`config.mk`:
```
export PLATFORM = sky130hd
export DESIGN_NAME = ac_motor_bridge_ctrl
export DESIGN_NICKNAME = d
export VERILOG_FILES = /design/src/rtl/ac_motor_bridge_ctrl.sv
export SDC_FILE = /design/constraint.sdc
export NUM_CORES = 1
export LEC_CHECK = 0
export CAP_MARGIN = 0
export CORE_MARGIN = 10
export CORE_UTILIZATION = 53
export CTS_BUF_LIST = sky130_fd_sc_hd__clkbuf_2
export CTS_CLUSTER_DIAMETER = 30
export DETAILED_ROUTE_END_ITERATION = 10
export GPL_ROUTABILITY_DRIVEN = 0
export PLACE_DENSITY = 0.82
export SLEW_MARGIN = 15
export SYNTH_ARGS = -nofsm -noshare
export SYNTH_HDL_FRONTEND = slang
export SYNTH_SLANG_ARGS = --single-unit
```
`constraint.sdc`:
```
create_clock -name CLK -period 6.75 [get_ports CLK]
set_clock_uncertainty 0.05 [all_clocks]
set_input_delay 0.675 -clock CLK [delete_from_list [all_inputs] [get_ports CLK]]
set_output_delay 0.675 -clock CLK [all_outputs]
set_load 0.05 [all_outputs]
```
`src/rtl/ac_motor_bridge_ctrl.sv`:
```
// ac_motor_bridge_ctrl: sine-triangle PWM bridge controller with per-leg dead-time FSMs and a fault latch
module ac_motor_bridge_ctrl #(
    parameter int WIDTH = 24,
    parameter int CHANNELS = 3,
    parameter int DT_BITS = 4
) (
    input  logic                         CLK,
    input  logic                         RESET,
    input  logic                         ENABLE,
    input  logic [DT_BITS-1:0]           DEAD_TIME,
    input  logic signed [WIDTH-1:0]      TRIANGLE,
    input  logic [CHANNELS*WIDTH-1:0]    SINE,
    input  logic                         FAULT,
    input  logic                         FAULT_CLR,
    output logic [CHANNELS-1:0]          OUT_HI,
    output logic [CHANNELS-1:0]          OUT_LO,
    output logic [CHANNELS-1:0]          EN,
    output logic                         FAULT_LATCHED
);
    typedef enum logic [2:0] {OFF, LOW, DT_RISE, HIGH, DT_FALL} leg_state_t;
    logic signed [WIDTH-1:0]   tri_q;
    logic [CHANNELS*WIDTH-1:0] sine_q;
    logic [CHANNELS-1:0]       demand;
    logic [1:0]                fill;
    logic                      run, leg_run, en_q;
    logic [DT_BITS-1:0]        dt_eff;
    assign run = ENABLE & ~FAULT_LATCHED & ~FAULT;
    // legs stay OFF until both pipeline stages hold post-reset data
    assign leg_run = run & fill[1];
    assign dt_eff = (DEAD_TIME == '0) ? DT_BITS'(1) : DEAD_TIME;
    assign EN = {CHANNELS{en_q}};
    always_ff @(posedge CLK or posedge RESET)
        if (RESET) begin
            tri_q <= '0;
            sine_q <= '0;
            demand <= '0;
            fill <= '0;
            en_q <= 1'b0;
            FAULT_LATCHED <= 1'b0;
        end else begin
            tri_q <= TRIANGLE;
            sine_q <= SINE;
            fill <= {fill[0], 1'b1};
            en_q <= run;
            FAULT_LATCHED <= FAULT | (FAULT_LATCHED & ~FAULT_CLR);
            for (int i = 0; i < CHANNELS; i++)
                demand[i] <= $signed(sine_q[i*WIDTH +: WIDTH]) >= tri_q;
        end
    for (genvar g = 0; g < CHANNELS; g++) begin : leg
        leg_state_t         state;
        logic [DT_BITS-1:0] cnt, dt_len;
        logic               hi, lo;
        assign OUT_HI[g] = hi;
        assign OUT_LO[g] = lo;
        always_ff @(posedge CLK or posedge RESET)
            if (RESET) begin
                state <= OFF;
                cnt <= '0;
                dt_len <= '0;
                hi <= 1'b0;
                lo <= 1'b0;
            end else if (!leg_run) begin
                state <= OFF;
                hi <= 1'b0;
                lo <= 1'b0;
            end else begin
                case (state)
                    OFF: begin
                        state <= demand[g] ? DT_RISE : DT_FALL;
                        cnt <= DT_BITS'(1);
                        dt_len <= dt_eff;
                    end
                    LOW: if (demand[g]) begin
                        state <= DT_RISE;
                        cnt <= DT_BITS'(1);
                        dt_len <= dt_eff;
                        lo <= 1'b0;
                    end
                    HIGH: if (!demand[g]) begin
                        state <= DT_FALL;
                        cnt <= DT_BITS'(1);
                        dt_len <= dt_eff;
                        hi <= 1'b0;
                    end
                    DT_RISE: if (!demand[g]) begin
                        state <= LOW;
                        lo <= 1'b1;
                    end else if (cnt == dt_len) begin
                        state <= HIGH;
                        hi <= 1'b1;
                    end else cnt <= cnt + DT_BITS'(1);
                    DT_FALL: if (demand[g]) begin
                        state <= HIGH;
                        hi <= 1'b1;
                    end else if (cnt == dt_len) begin
                        state <= LOW;
                        lo <= 1'b1;
                    end else cnt <= cnt + DT_BITS'(1);
                    default: begin
                        state <= OFF;
                        hi <= 1'b0;
                        lo <= 1'b0;
                    end
                endcase
            end
    end
endmodule

```
==> summary.txt, run 1 <==
SYNTHESIS
----------------------------------------------------------------------------------------------------
Sequential element share of the synthesized area                                               53.7%
Count of flip-flops with a built-in enable after synthesis                                         0
Yosys warnings                                                                                     0
Most frequent cells after synthesis                                                     sky130_fd_sc_hd__dfrtp_1 (142), sky130_fd_sc_hd__ha_1 (75), sky130_fd_sc_hd__a21oi_1 (52)
Cell variety after synth                                                                          51
Count leader, synth                                                                     sky130_fd_sc_hd__dfrtp_1
Net count after synthesis                                                                        747
Most common flop cell mapped by yosys                                                   sky130_fd_sc_hd__dfrtp_1
Proportion of synthesized flip-flops having asynchronous set or reset                           100%
Cell types with the largest area share after synthesis                                  sky130_fd_sc_hd__dfrtp_1 (54%), sky130_fd_sc_hd__ha_1 (14%), sky130_fd_sc_hd__a21oi_1 (3.9%)
Post-synth top area cell                                                                sky130_fd_sc_hd__dfrtp_1
Synth Register Bits                                                                              142
Synthesized area per cell                                                                   11.7 um2
Netlist Area Pre-Place                                                                      6620 um2
Synthesized netlist cell count                                                                   567
Yosys top cell area share                                                                      53.7%

HOLD PATH
----------------------------------------------------------------------------------------------------
Min-delay worst type                                                                       in -> reg
Startpoint of the lowest-slack hold path                                                    SINE[66]

CRITICAL PATH
----------------------------------------------------------------------------------------------------
Classification of the worst setup path                                                    reg -> out
Startpoint of the worst setup timing path                                                  leg[0].lo
Type of destination of the critical path                                                 output port
Cell family with most CP delay                                                          buffers and inverters
Slowest cell on crit path                                                               sky130_fd_sc_hd__clkdlybuf4s50_1
Nature of the critical path startpoint                                                          flop
Largest fanout of any net on the critical path                                                     4
Largest stage delay, worst path                                                              0.84 ns
WP data arrival                                                                              1.92 ns
Worst Path Required                                                                          6.02 ns
Critical-path cell list                                                                 clkdlybuf4s50_1
Buffers & Inverters on Critical Path                                                               1
Reg-to-reg startpoint                                                                   FAULT_LATCHED

CLOCKING
----------------------------------------------------------------------------------------------------
Total clock buffers created by CTS                                                                17
Clock buffer depth                                                                                 2
Number of gates resized after cts                                                                  0
CTS tree                                                                                       built
Clock-pin slew reported for the worst setup and hold paths after clock tree synthesis        0.23 ns
H-tree lvl count                                                                                   4
Later-pin clock latency in the skew report                                                   0.68 ns
Clk sink count                                                                                   142
Post-CTS setup buffers                                                                             0
Cell at the root of the clock tree                                                      sky130_fd_sc_hd__clkbuf_2
Cts hold-fix bufs                                                                                  0

DETAILED ROUTING
----------------------------------------------------------------------------------------------------
Post-detailed-route via-to-cell ratio                                                           5.27
Mean routed wirelength per cell                                                              16.2 um
Detailed-router iteration count before antenna repair                                              5
Remaining antenna violation count                                                                  0
First-iteration detailed-routing DRC count                                                       321
Overall via count from detail_route                                                            4,531
DRC Markers                                                                                        0
Overall routed net length                                                                  13,900 um

FLOORPLAN
----------------------------------------------------------------------------------------------------
Initial Util                                                                                   54.6%
Overall die width                                                                             132 um
Row cnt                                                                                           40
Die footprint                                                                             17,400 um2
Chip Height                                                                                   132 um
Core box area                                                                             12,100 um2
Number of ports placed on the die boundary                                                       115

GLOBAL ROUTE
----------------------------------------------------------------------------------------------------
Antenna violations before repair                                                                   0
Wire length of the first global-routing pass                                               23,700 um
Number of global-route vias before repair                                                      4,968
Sum of overflow across all layers after global routing                                             0
Total routing resource utilization after global routing                                        16.7%
Maximum number of pins on one net before global-route repair                                      74

STA
----------------------------------------------------------------------------------------------------
Number of endpoints failing setup at the final stage                                               0
Final hold violations                                                                              0
Final Cycle Share                                                                              39.2%
RSZ-0062 raised after global routing                                                              no
Slew margin rel.                                                                               39.3%
Fmax achieved                                                                              0.378 GHz
Setup slack after layout                                                                     4.10 ns
Period minus WS final                                                                        2.65 ns
Final Max Tran Viols                                                                               0
Worst Tran Pin Value                                                                        0.908 ns
Sum Neg Setup Slack                                                                             0 ns

PLACEMENT
----------------------------------------------------------------------------------------------------
DP Cell Count                                                                                    828
Placed wire-length estimate after detailed placement                                       11,100 um
Placement-stage worst setup slack                                                            3.53 ns
Port Buffer Count                                                                                114

JOB
----------------------------------------------------------------------------------------------------
Max-cap violations                                                                                 0

OUTCOME
----------------------------------------------------------------------------------------------------
Outcome                                                                                    completed

FINISH
----------------------------------------------------------------------------------------------------
Layout cells sized above 1                                                                     9.10%
Number of diodes                                                                                   0
Post-route insts no fill                                                                         860
Layout Nets                                                                                      859
Signed area change from the synthesized netlist to the final layout                            22.1%

POWER AND IR DROP
----------------------------------------------------------------------------------------------------
Pwr dens                                                                                  214 nW/um2
Leakage                                                                                   0.00363 uW
Maximum resistive drop on vdd                                                               0.159 mV

==> report_power, final <==
group	internal, uW	total (uW)	switching [uW]
logic	148	297	149
registers	912	959	46.5
clock network	174	475	301
==> cell type report <==
type / instances / area [um2]
fillers: 874 / 4040
flip-flops and latches: 142 / 3550
clock buffers: 19 / 95.1
inverters: 33 / 129
clock inverters: 13 / 139
repair buffers: 115 / 1150
multi-input cells: 370 / 2800
well taps: 168 / 210
==> metal layers <==
layer	part of all wire (%)	global-route usage [%]
met1	42	18.9
met2	51	28.7
met3	5.5	6.21
met4	1.6	5.07
met5	0	0
==> flip-flops by register name (all words and copies together) (netlist names) <==
name           count
tri_q             24
leg.hi             3
leg.cnt           12
fill               2
FAULT_LATCHED      1
sine_q            72
leg.state          9
leg.dt_len        12
demand             3
leg.lo             3
en_q               1
==> cell usage in the layout, fill, tap and decap left out, types with 13 or more instances in the layout <==
master and count:
sky130_fd_sc_hd__a21oi_1 52, sky130_fd_sc_hd__clkbuf_2 19, sky130_fd_sc_hd__clkdlybuf4s50_1 114, sky130_fd_sc_hd__dfrtp_1 142
sky130_fd_sc_hd__ha_1 75, sky130_fd_sc_hd__inv_1 31, sky130_fd_sc_hd__mux2_2 16, sky130_fd_sc_hd__nand2_1 35
sky130_fd_sc_hd__nand4_1 18, sky130_fd_sc_hd__nor2_1 38, sky130_fd_sc_hd__nor3_1 13, sky130_fd_sc_hd__o21ai_0 18
sky130_fd_sc_hd__xor2_1 18
==> cells by family after synthesis <==
family	Yosys count	share of synthesized area, %
mux	18	3.03
xor+xnor	24	3.18
buf+inv	55	3.93
compound gates	110	10.3
other cells	1	0.0567
simple gates	142	11.6
flops	142	53.7
fa+ha+maj	75	14.2
==> worst paths after layout <==
kind                       slack (ns)  cells past startpoint               to
setup / recovery                 4.10                      1        OUT_LO[0]
hold reg to reg                  0.34                      0          fill[1]
setup reg to reg                 4.24                      5    leg[2].cnt[0]
hold / removal                   0.34                      1       sine_q[66]
min in group asynchronous        0.39                      2  leg[2].state[2]
max in group asynchronous        4.95                      3       sine_q[43]
==> stage by stage <==
| step | hold slack (ns) | util, % | cell area, um2 | power [uW] |
|---|---|---|---|---|
| 2_1_floorplan | 0.281 | - | 6620 | 1150 |
| 3_3_place_gp | 0.282 | 64.8 | 7840 | 1250 |
| 3_5_place_dp | 0.286 | 64.8 | 7840 | 1270 |
| 4_1_cts | 0.289 | 66.7 | 8080 | 1750 |
| 5_1_grt | 0.218 | 66.7 | 8080 | 1830 |
| 6_report | 0.337 | 66.7 | 8080 | 1730 |
Power figures use the tool's default switching activity.
==> run 2: changes to the inputs <==
- CORE_UTILIZATION: 53 -> 50
- PLACE_DENSITY: 0.82 -> 0.81
- clock period: 6.75 -> 2.16 ns (I/O delays scaled with it)
==> summary.txt, run 2 (same netlist as run 1, synthesis figures left out) <==
POWER AND IR DROP
----------------------------------------------------------------------------------------------------
Pwr dens                                                                                  601 nW/um2   +180%
Leakage                                                                                   0.00414 uW   +14%
Maximum resistive drop on vdd                                                               0.394 mV   +150%

GLOBAL ROUTE
----------------------------------------------------------------------------------------------------
Number of global-route vias before repair                                                      5,608   +13%
Sum of overflow across all layers after global routing                                             0   unchanged
Wire length of the first global-routing pass                                               28,200 um   +19%
Antenna violations before repair                                                                   1   +1
Maximum number of pins on one net before global-route repair                                      84   +14%
Total routing resource utilization after global routing                                        19.5%   +2.8 points

FLOORPLAN
----------------------------------------------------------------------------------------------------
Die footprint                                                                             18,200 um2   +5.1%
Core box area                                                                             12,800 um2   +5.5%
Row cnt                                                                                           41   +2.5%
Chip Height                                                                                   135 um   +2.5%
Number of ports placed on the die boundary                                                       115   unchanged
Initial Util                                                                                   51.8%   -2.8 points
Overall die width                                                                             135 um   +2.5%

OUTCOME
----------------------------------------------------------------------------------------------------
Outcome                                                                                    completed

CLOCKING
----------------------------------------------------------------------------------------------------
CTS tree                                                                                       built
Later-pin clock latency in the skew report                                                   0.73 ns   +0.05 ns
Clk sink count                                                                                   142   unchanged
Total clock buffers created by CTS                                                                17   unchanged
Cell at the root of the clock tree                                                      sky130_fd_sc_hd__clkbuf_2
Clock-pin slew reported for the worst setup and hold paths after clock tree synthesis        0.21 ns   -0.02 ns
Clock buffer depth                                                                                 2   unchanged
H-tree lvl count                                                                                   4   unchanged

STA
----------------------------------------------------------------------------------------------------
Final hold violations                                                                              0   unchanged
Final Max Tran Viols                                                                               0   unchanged
Number of endpoints failing setup at the final stage                                               0   unchanged
Fmax achieved                                                                              0.488 GHz
Sum Neg Setup Slack                                                                             0 ns   unchanged
Final Cycle Share                                                                              94.9%
RSZ-0062 raised after global routing                                                              no
Period minus WS final                                                                        2.05 ns

CRITICAL PATH
----------------------------------------------------------------------------------------------------
Endpoint of the worst register-to-register path                                            demand[0]
Worst reg2reg setup slack                                                                    0.11 ns   -4.13 ns
Type of destination of the critical path                                                        flop
WP data arrival                                                                              2.61 ns   +0.69 ns
Reg-to-reg startpoint                                                                      tri_q[22]
Depth of the most critical reg-to-reg path                                                         7   +2
Critical-path cell list                                                                 inv_1 -> ha_1 -> nand4_1 -> nor4_2 -> o2111ai_1 -> nand3_1 -> mux2_2
Cell family with most CP delay                                                          simple AND/OR/NAND/NOR gates
Worst Path Required                                                                          2.72 ns   -3.30 ns
Buffers & Inverters on Critical Path                                                               1   unchanged
Slowest cell on crit path                                                               sky130_fd_sc_hd__dfrtp_1
Classification of the worst setup path                                                    reg -> reg
Largest fanout of any net on the critical path                                                     3   -1
Nature of the critical path startpoint                                                          flop
Largest stage delay, worst path                                                              0.37 ns   -0.47 ns

DETAILED ROUTING
----------------------------------------------------------------------------------------------------
Remaining antenna violation count                                                                  0   unchanged
Overall via count from detail_route                                                            5,140   +13%
DRC Markers                                                                                        0   unchanged
Detailed-router iteration count before antenna repair                                              5   unchanged
First-iteration detailed-routing DRC count                                                       361   +12%
Post-detailed-route via-to-cell ratio                                                           5.27   about the same
Overall routed net length                                                                  16,900 um   +22%
Mean routed wirelength per cell                                                              17.4 um   +7.3%

HOLD PATH
----------------------------------------------------------------------------------------------------
Hold endpoint                                                                           FAULT_LATCHED
Cells on Worst Hold Path                                                                           2   +1
Min-delay worst type                                                                       in -> reg
Startpoint of the lowest-slack hold path                                                       FAULT

FINISH
----------------------------------------------------------------------------------------------------
Flip-flop count of the largest register, all copies and words added                               72   unchanged
Top flop regs                                                                           sine_q (72), tri_q (24)
Layout Nets                                                                                      970   +13%
Layout cells sized above 1                                                                     9.48%   +0.37 points
Largest register by flop count                                                                sine_q
Total of fill cells in the finished design                                                       803   -8.1%
Commonest non-fill, non-tap cell in the layout                                          sky130_fd_sc_hd__dfrtp_1
Signed area change from the synthesized netlist to the final layout                            39.2%
Top library cells by usage in the layout, fill and taps aside                           sky130_fd_sc_hd__dfrtp_1 (142), sky130_fd_sc_hd__clkdlybuf4s50_1 (104), sky130_fd_sc_hd__dlygate4sd3_1 (100)
Post-route insts no fill                                                                         975   +13%

JOB
----------------------------------------------------------------------------------------------------
Max-cap violations                                                                                 0   unchanged

PLACEMENT
----------------------------------------------------------------------------------------------------
DP Cell Count                                                                                    842   +1.7%
Placed wire-length estimate after detailed placement                                       11,500 um   +3.3%
Port Buffer Count                                                                                114   unchanged

## run 2: cell count changes in the layout (fill, tap and decap cells not counted), sizes merged
cell	before	now
clkbuf	19	18
dlygate4sd2	0	10
diode	0	1
clkdlybuf4s50	114	104
buf	1	12
bufinv	2	1
dlygate4sd3	0	100
clkinvlp	2	4
clkinv	7	6
## run 2: worst max-delay path by stage
stage                  start          endpoint  slack (ns)  cells after the start
2_1_floorplan  FAULT_LATCHED  leg[0].dt_len[1]        0.10                      5
3_3_place_gp           FAULT     leg[1].cnt[3]        0.08                      8
3_5_place_dp           FAULT  leg[0].dt_len[2]       0.002                      6
4_1_cts            tri_q[17]         demand[0]       0.002                      8
5_1_grt            tri_q[13]         demand[1]      0.0004                      7
6_report           tri_q[22]         demand[0]        0.11                      7
## run 2: per-stage QoR
step / utilization (%) / instance area (um2) / hold slack [ns] / power [uW] / setup WS, ns
after detailed placement: 62.3 / 7960 / 0.295 / 4010 / 0.00173
after CTS: 71.7 / 9160 / 0.0258 / 5540 / 0.00168
after floorplan: - / 6620 / 0.197 / 3600 / 0.103
final: 72.1 / 9210 / 0.0896 / 5530 / 0.111
after global placement: 62.3 / 7960 / 0.283 / 3950 / 0.0795
after global routing: 72.1 / 9210 / -0.00415 / 5840 / 0.000350
## run 2: worst reg2reg max path, stage by stage (launching register included)
cell and delay, ns:
sky130_fd_sc_hd__dfrtp_1 0.37, sky130_fd_sc_hd__inv_1 0.08, sky130_fd_sc_hd__ha_1 0.31, sky130_fd_sc_hd__nand4_1 0.20, sky130_fd_sc_hd__nor4_2 0.32, sky130_fd_sc_hd__o2111ai_1 0.14, sky130_fd_sc_hd__nand3_1 0.11, sky130_fd_sc_hd__mux2_2 0.35
## run 2: routing by layer
layer	share of wire, %	routed length [um]	vias up	GRT usage, %
met3	5.1	871	30	5.75
met4	2.0	346	0	7.12
met2	55	9260	146	34.9
li1	-	-	2458	-
met1	38	6470	2506	21.4
met5	0	0	-	0
## run 2: final cells by class
class | instances | area, um2 | area share [%]
multi-input cells | 370 | 2850 | 30.9
repair buffers | 226 | 2260 | 24.5
well taps | 172 | 215 | 2.34
clock inverters | 13 | 118 | 1.28
clock buffers | 18 | 90.1 | 0.978
diodes | 1 | 2.50 | 0.0272
inverters | 33 | 128 | 1.39
flip-flops and latches | 142 | 3550 | 38.6
## run 2: where the power goes
part	internal (uW)	total, uW	switching (uW)
Combinational	615	1140	522
Clock	418	1400	980
Sequential	2850	3000	147
Total	3880	5530	1650
## run 2: timing repair
action	CTS	global route
gates resized for setup	10	7
pin swaps	0	4
setup endpoints to repair	10	2
hold endpoints to repair	240	0
setup buffers	0	1
hold buffers	100	0
==> patch 1 (flow settings as in run 2) <==
The parameter `CHANNELS` goes from 3 to 2.
--- a/src/rtl/ac_motor_bridge_ctrl.sv
+++ b/src/rtl/ac_motor_bridge_ctrl.sv
@@ -1,7 +1,7 @@
 // ac_motor_bridge_ctrl: sine-triangle PWM bridge controller with per-leg dead-time FSMs and a fault latch
 module ac_motor_bridge_ctrl #(
     parameter int WIDTH = 24,
-    parameter int CHANNELS = 3,
+    parameter int CHANNELS = 2,
     parameter int DT_BITS = 4
 ) (
     input  logic                         CLK,
Interface: changed (resized EN, OUT_HI, OUT_LO and SINE); port bits go from 115 to 88. No check against the original RTL was run, so the function may have changed too.
==> patch 1 against run 2 <==
  * Design area fell by 28%
  * Worst setup slack got worse by 26 ps
  * Fmax fell by 1.2%
  * Cell count fell by 28%
  * Count of clock-buffer cells in the layout fell by 9
  * Area after synthesis fell by 28%
  * Largest power group unchanged
  * Sequential cell count fell by 38
  * Non-clock buffer count fell by 56
  * Wire length fell by 29%
  * Global-route usage fell by 1.6 points
  * Largest cell class unchanged
  * Combinational power fell by 30%
  * Total power fell by 29%
==> patch 1: results <==
group,metric,value,unit
clocking,clock_tree.root_cell,"clkbuf_2",
clocking,htree_levels,3,
route,dr_total_vias,3613,
yosys,synth_compound_area_frac,0.0971,
grt,grt_pass1_vias,4134,
pwr,powerDensity,592,nW/µm²
pwr,irDropWorstVdd,366,µV
placed_design,placement.setup.worst_slack,-49.5,ps
route,drt_iter0_markers,151,
yosys,synth_cell_type_count,47,
grt,pin_count_of_the_biggest_net_entering_global_routing,47,
placed_design,portBuffers,87,
yosys,adder_cell_share_of_the_synthesized_area,0.132,
grt,gr-usage-met3,0.0542,
placed_design,place_inst,606,
worst_setup_path,crit_path_max_fanout,7,
cells_and_area,drive_above_1_share,0.0914,
timing,layout_worst_path_cycle_share,0.961,
timing,hold_ws,183,ps
cells_and_area,design.final.nets,695,
yosys,syn_nets,529,
grt,use_met1,0.187,
run,cap_violations,0,
worst_setup_path,worstPathArrival,2540,ps
run_status,status,"finished, final reports clean",
grt,grt_util_met2,0.331,
yosys,netlist_instances,398,
route,detail_route.wl_per_cell,17.2,µm
placed_design,hpwlAfterDp,7580,µm
yosys,muxShareOfSynthArea,0.0285,
cells_and_area,n_antenna_cell,0,
grt,grt_antenna_before_repair,0,
cells_and_area,largest_registers,"sine_q: 48 flops, tri_q: 24 flops",
cells_and_area,fillerInstances,584,
route,finalWirelength,12000,µm
yosys,synth_xor_area_frac,0.0222,
route,drt_pre_antenna_iters,4,
worst_setup_path,rr_startpoint,"FAULT_LATCHED",
clocking,clkSlewWorstSetupHoldPaths,300,ps
yosys,yosys_most_used_dff,"dfrtp_1",
yosys,synth_top_cells_by_area,"dfrtp_1 (55%), ha_1 (13%), a21oi_1 (3.6%)",
yosys,share_of_the_yosys_chip_area_belonging_to_registers,0.549,
pwr,power_leakage,2.97,nW
clocking,cts-buffers-inserted,9,
grt,grt_pass1_wl,20500,µm
worst_setup_path,cpPeakStageDelay,480,ps
yosys,synth_commonest_cells,"dfrtp_1 (104), ha_1 (50), a21oi_1 (34), inv_1 (32), o21ai_0 (22)",
worst_setup_path,r2r_slack,80,ps
yosys,ys_async_sr_fraction,1.00,
placed_design,place_area,5740,µm²
grt,grt_usage,0.180,
worst_setup_path,critPathTopFamily,"simple AND/OR/NAND/NOR gates",
clocking,clk_latency,580,ps
worst_setup_path,worst_r2r_endpoint,"leg[0].cnt[3]",
[patch 1: cell count changes after synthesis, moves of 7 or more]
cell	before	now
a21oi_1	52	34
dfrtp_1	142	104
ha_1	75	50
mux2_2	16	9
nand2_1	35	20
nand4_1	18	11
nor2_1	38	16
xor2_1	18	8
[patch 1: how the worst min path moves through the flow]
stage / start / end / depth (start not counted)
floorplan: SINE[0] / sine_q[0] / 0
global placement: fill[0] / fill[1] / 0
detailed placement: fill[0] / fill[1] / 0
CTS: ENABLE / en_q / 2
global route: ENABLE / en_q / 2
finish: ENABLE / en_q / 2
[patch 1: area by class of cell]
type / instances / area share
clock inverters: 7 / 0.0134
inverters: 32 / 0.0187
clock buffers: 9 / 0.00679
flip-flops and latches: 104 / 0.393
repair buffers: 170 / 0.256
well taps: 129 / 0.0243
multi-input cells: 247 / 0.288
[patch 1: kinds of logic (layout without fill, tap and decap cells)]
kind of cell	count (synthesis)	after routing
compound gates	79	79
fa+ha+maj	50	50
buf+inv	47	218
other cells	1	1
simple gates	93	93
mux	12	12
flops	104	104
xor+xnor	12	12
[patch 1: power breakdown]
group	switching [mW]	internal, mW	total, mW
clock network	0.748	0.207	0.956
registers	0.0879	2.08	2.17
logic	0.363	0.436	0.799
total	1.20	2.73	3.93
[patch 1: per-layer routing]
| layer | up-vias | wire length [µm] |
|---|---|---|
| li1 | 1715 | - |
| met2 | 120 | 6460 |
| met1 | 1756 | 4610 |
| met3 | 22 | 678 |
| met4 | 0 | 267 |
| met5 | - | 0 |
[patch 1: what timing repair did]
| item | in CTS | in global routing |
|---|---|---|
| setup buffers | 0 | 3 |
| hold endpoints to repair | 95 | 0 |
| setup endpoints to repair | 1 | 5 |
| hold buffers | 73 | 0 |
| gates cloned | 0 | 0 |
| pin swaps | 0 | 1 |
| gates resized for setup | 1 | 0 |
==> patch 2 (settings of run 2) <==
Without the edit above. The 5 states of `leg_state_t` get a one-hot encoding in 5 bits.
--- a/src/rtl/ac_motor_bridge_ctrl.sv
+++ b/src/rtl/ac_motor_bridge_ctrl.sv
@@ -17,7 +17,7 @@
     output logic [CHANNELS-1:0]          EN,
     output logic                         FAULT_LATCHED
 );
-    typedef enum logic [2:0] {OFF, LOW, DT_RISE, HIGH, DT_FALL} leg_state_t;
+    typedef enum logic [4:0] {OFF = 5'b00001, LOW = 5'b00010, DT_RISE = 5'b00100, HIGH = 5'b01000, DT_FALL = 5'b10000} leg_state_t;
     logic signed [WIDTH-1:0]   tri_q;
     logic [CHANNELS*WIDTH-1:0] sine_q;
     logic [CHANNELS-1:0]       demand;
Formal check against the unedited RTL: no difference found for any inputs over 4 cycles, from zero or initial values and one cycle with RESET high; so few cycles prove little.
==> patch 2 against run 2 <==
  * Wire length up 32%
  * Area after synthesis rose by 12%
  * Worst setup slack worse by 38 ps
  * Sequential power up 2%
  * Fmax decreased by 1.8%
  * Die area up 10%
  * Count of clock-buffer cells in the layout unchanged
  * Sequential cell count up 6
  * Design area is 13% higher
  * Cell count up 17%
  * Total power rose by 5.1%
  * Critical endpoint is now leg[2].cnt[3]
==> patch 2: results <==
group,metric,value,unit
worst_hold_path,whs_endpoint,"leg[2].dt_len[3]",
worst_setup_path,r2r_slack,70,ps
placed_design,placement.setup.worst_slack,-65.3,ps
route,met3_wl,1680,µm
worst_setup_path,rr_startpoint,"leg[2].state[3]",
cells_and_area,design.final.nets,1118,
route,drt_iter0_markers,594,
run_status,status,"finished, final reports clean",
placed_design,hpwlAfterDp,13800,µm
placed_design,place_area,8960,µm²
pwr,irDropWorstVdd,460,µV
route,detail_route.wl_per_cell,19.6,µm
cells_and_area,drive_above_1_share,0.135,
yosys,adder_cell_share_of_the_synthesized_area,0.127,
grt,grt_pass1_vias,6987,
pwr,power_leakage,4.65,nW
yosys,synth_cell_type_count,64,
cells_and_area,fillerInstances,909,
route,drt_pre_antenna_iters,7,
grt,use_met1,0.251,
worst_hold_path,whs_path_depth,3,
yosys,synth_commonest_cells,"dfrtp_1 (145), ha_1 (75), a21oi_1 (50), nand2_1 (46), inv_1 (40)",
worst_setup_path,cpPeakStageDelay,480,ps
worst_setup_path,worstPathArrival,2790,ps
route,met1_length,8440,µm
yosys,synth_top_cells_by_area,"dfrtp_1 (49%), ha_1 (13%), a21oi_1 (3.4%)",
worst_setup_path,worst_r2r_endpoint,"leg[2].cnt[3]",
grt,grt_usage,0.222,
route,dr_wl_met2,11300,µm
yosys,synth_xor_area_frac,0.0225,
yosys,share_of_the_yosys_chip_area_belonging_to_registers,0.501,
clocking,clk_latency,780,ps
grt,grt_pass1_wl,35600,µm
yosys,synth_compound_area_frac,0.128,
grt,pin_count_of_the_biggest_net_entering_global_routing,41,
## patch 2: changes by cell type after synthesis, sizes merged, moves of 7 or more
cell,delta
nor2,-8
nand2b,+10
xor2,-7
o21ai,+15
inv,+7
nand2,+11
clkbuf,+12
nand3,+17
## patch 2: tightest hold or removal path: stages
cell and delay [ps]:
clkdlybuf4s50_1 480, nand2_1 100, nand2_1 50
## patch 2: how the worst max path moves through the flow
stage                          from              end  slack (ps)  cells after the start
floorplan             FAULT_LATCHED  leg[1].state[2]         -40                      6
global placement           tri_q[9]        demand[2]         -70                      9
detailed placement           ENABLE    leg[0].cnt[3]         -70                      8
CTS                   leg[1].cnt[0]  leg[1].state[2]          10                      6
global route        leg[0].state[3]    leg[0].cnt[3]         -10                      8
finish              leg[2].state[3]    leg[2].cnt[3]          70                      6
## patch 2: power breakdown
group | internal [mW] | total [mW] | switching, mW
sequential | 2.95 | 3.06 | 0.110
combinational | 0.628 | 1.17 | 0.540
clock | 0.459 | 1.59 | 1.13
## patch 2: metrics by stage
step / hold slack, ps / std cells / TNS (ps)
after floorplan: 197 / 687 / -86.5
after global placement: 285 / 995 / -82.8
after detailed placement: 289 / 995 / -262
after CTS: 8.00 / 1129 / 0
after global routing: 10.4 / 1138 / -26.9
final: 34.1 / 1138 / 0
## patch 2: what timing repair did
item                                    4_1_cts  5_1_grt
gates resized for setup                      14       33
hold endpoints to repair                    112        1
setup buffers                                 0        5
endpoints found under the setup margin       13       18
hold buffers                                102        1
pin swaps                                     0        4
## patch 2: final cells by class
class	count	area [µm²]	area share
Sequential cell	148	3710	0.358
Clock inverter	14	143	0.0137
Inverter	40	154	0.0148
Clock buffer	18	90.1	0.00868
Tap cell	184	230	0.0222
Timing Repair Buffer	263	2550	0.246
Antenna cell	3	7.51	0.000723
Multi-Input combinational cell	468	3490	0.336
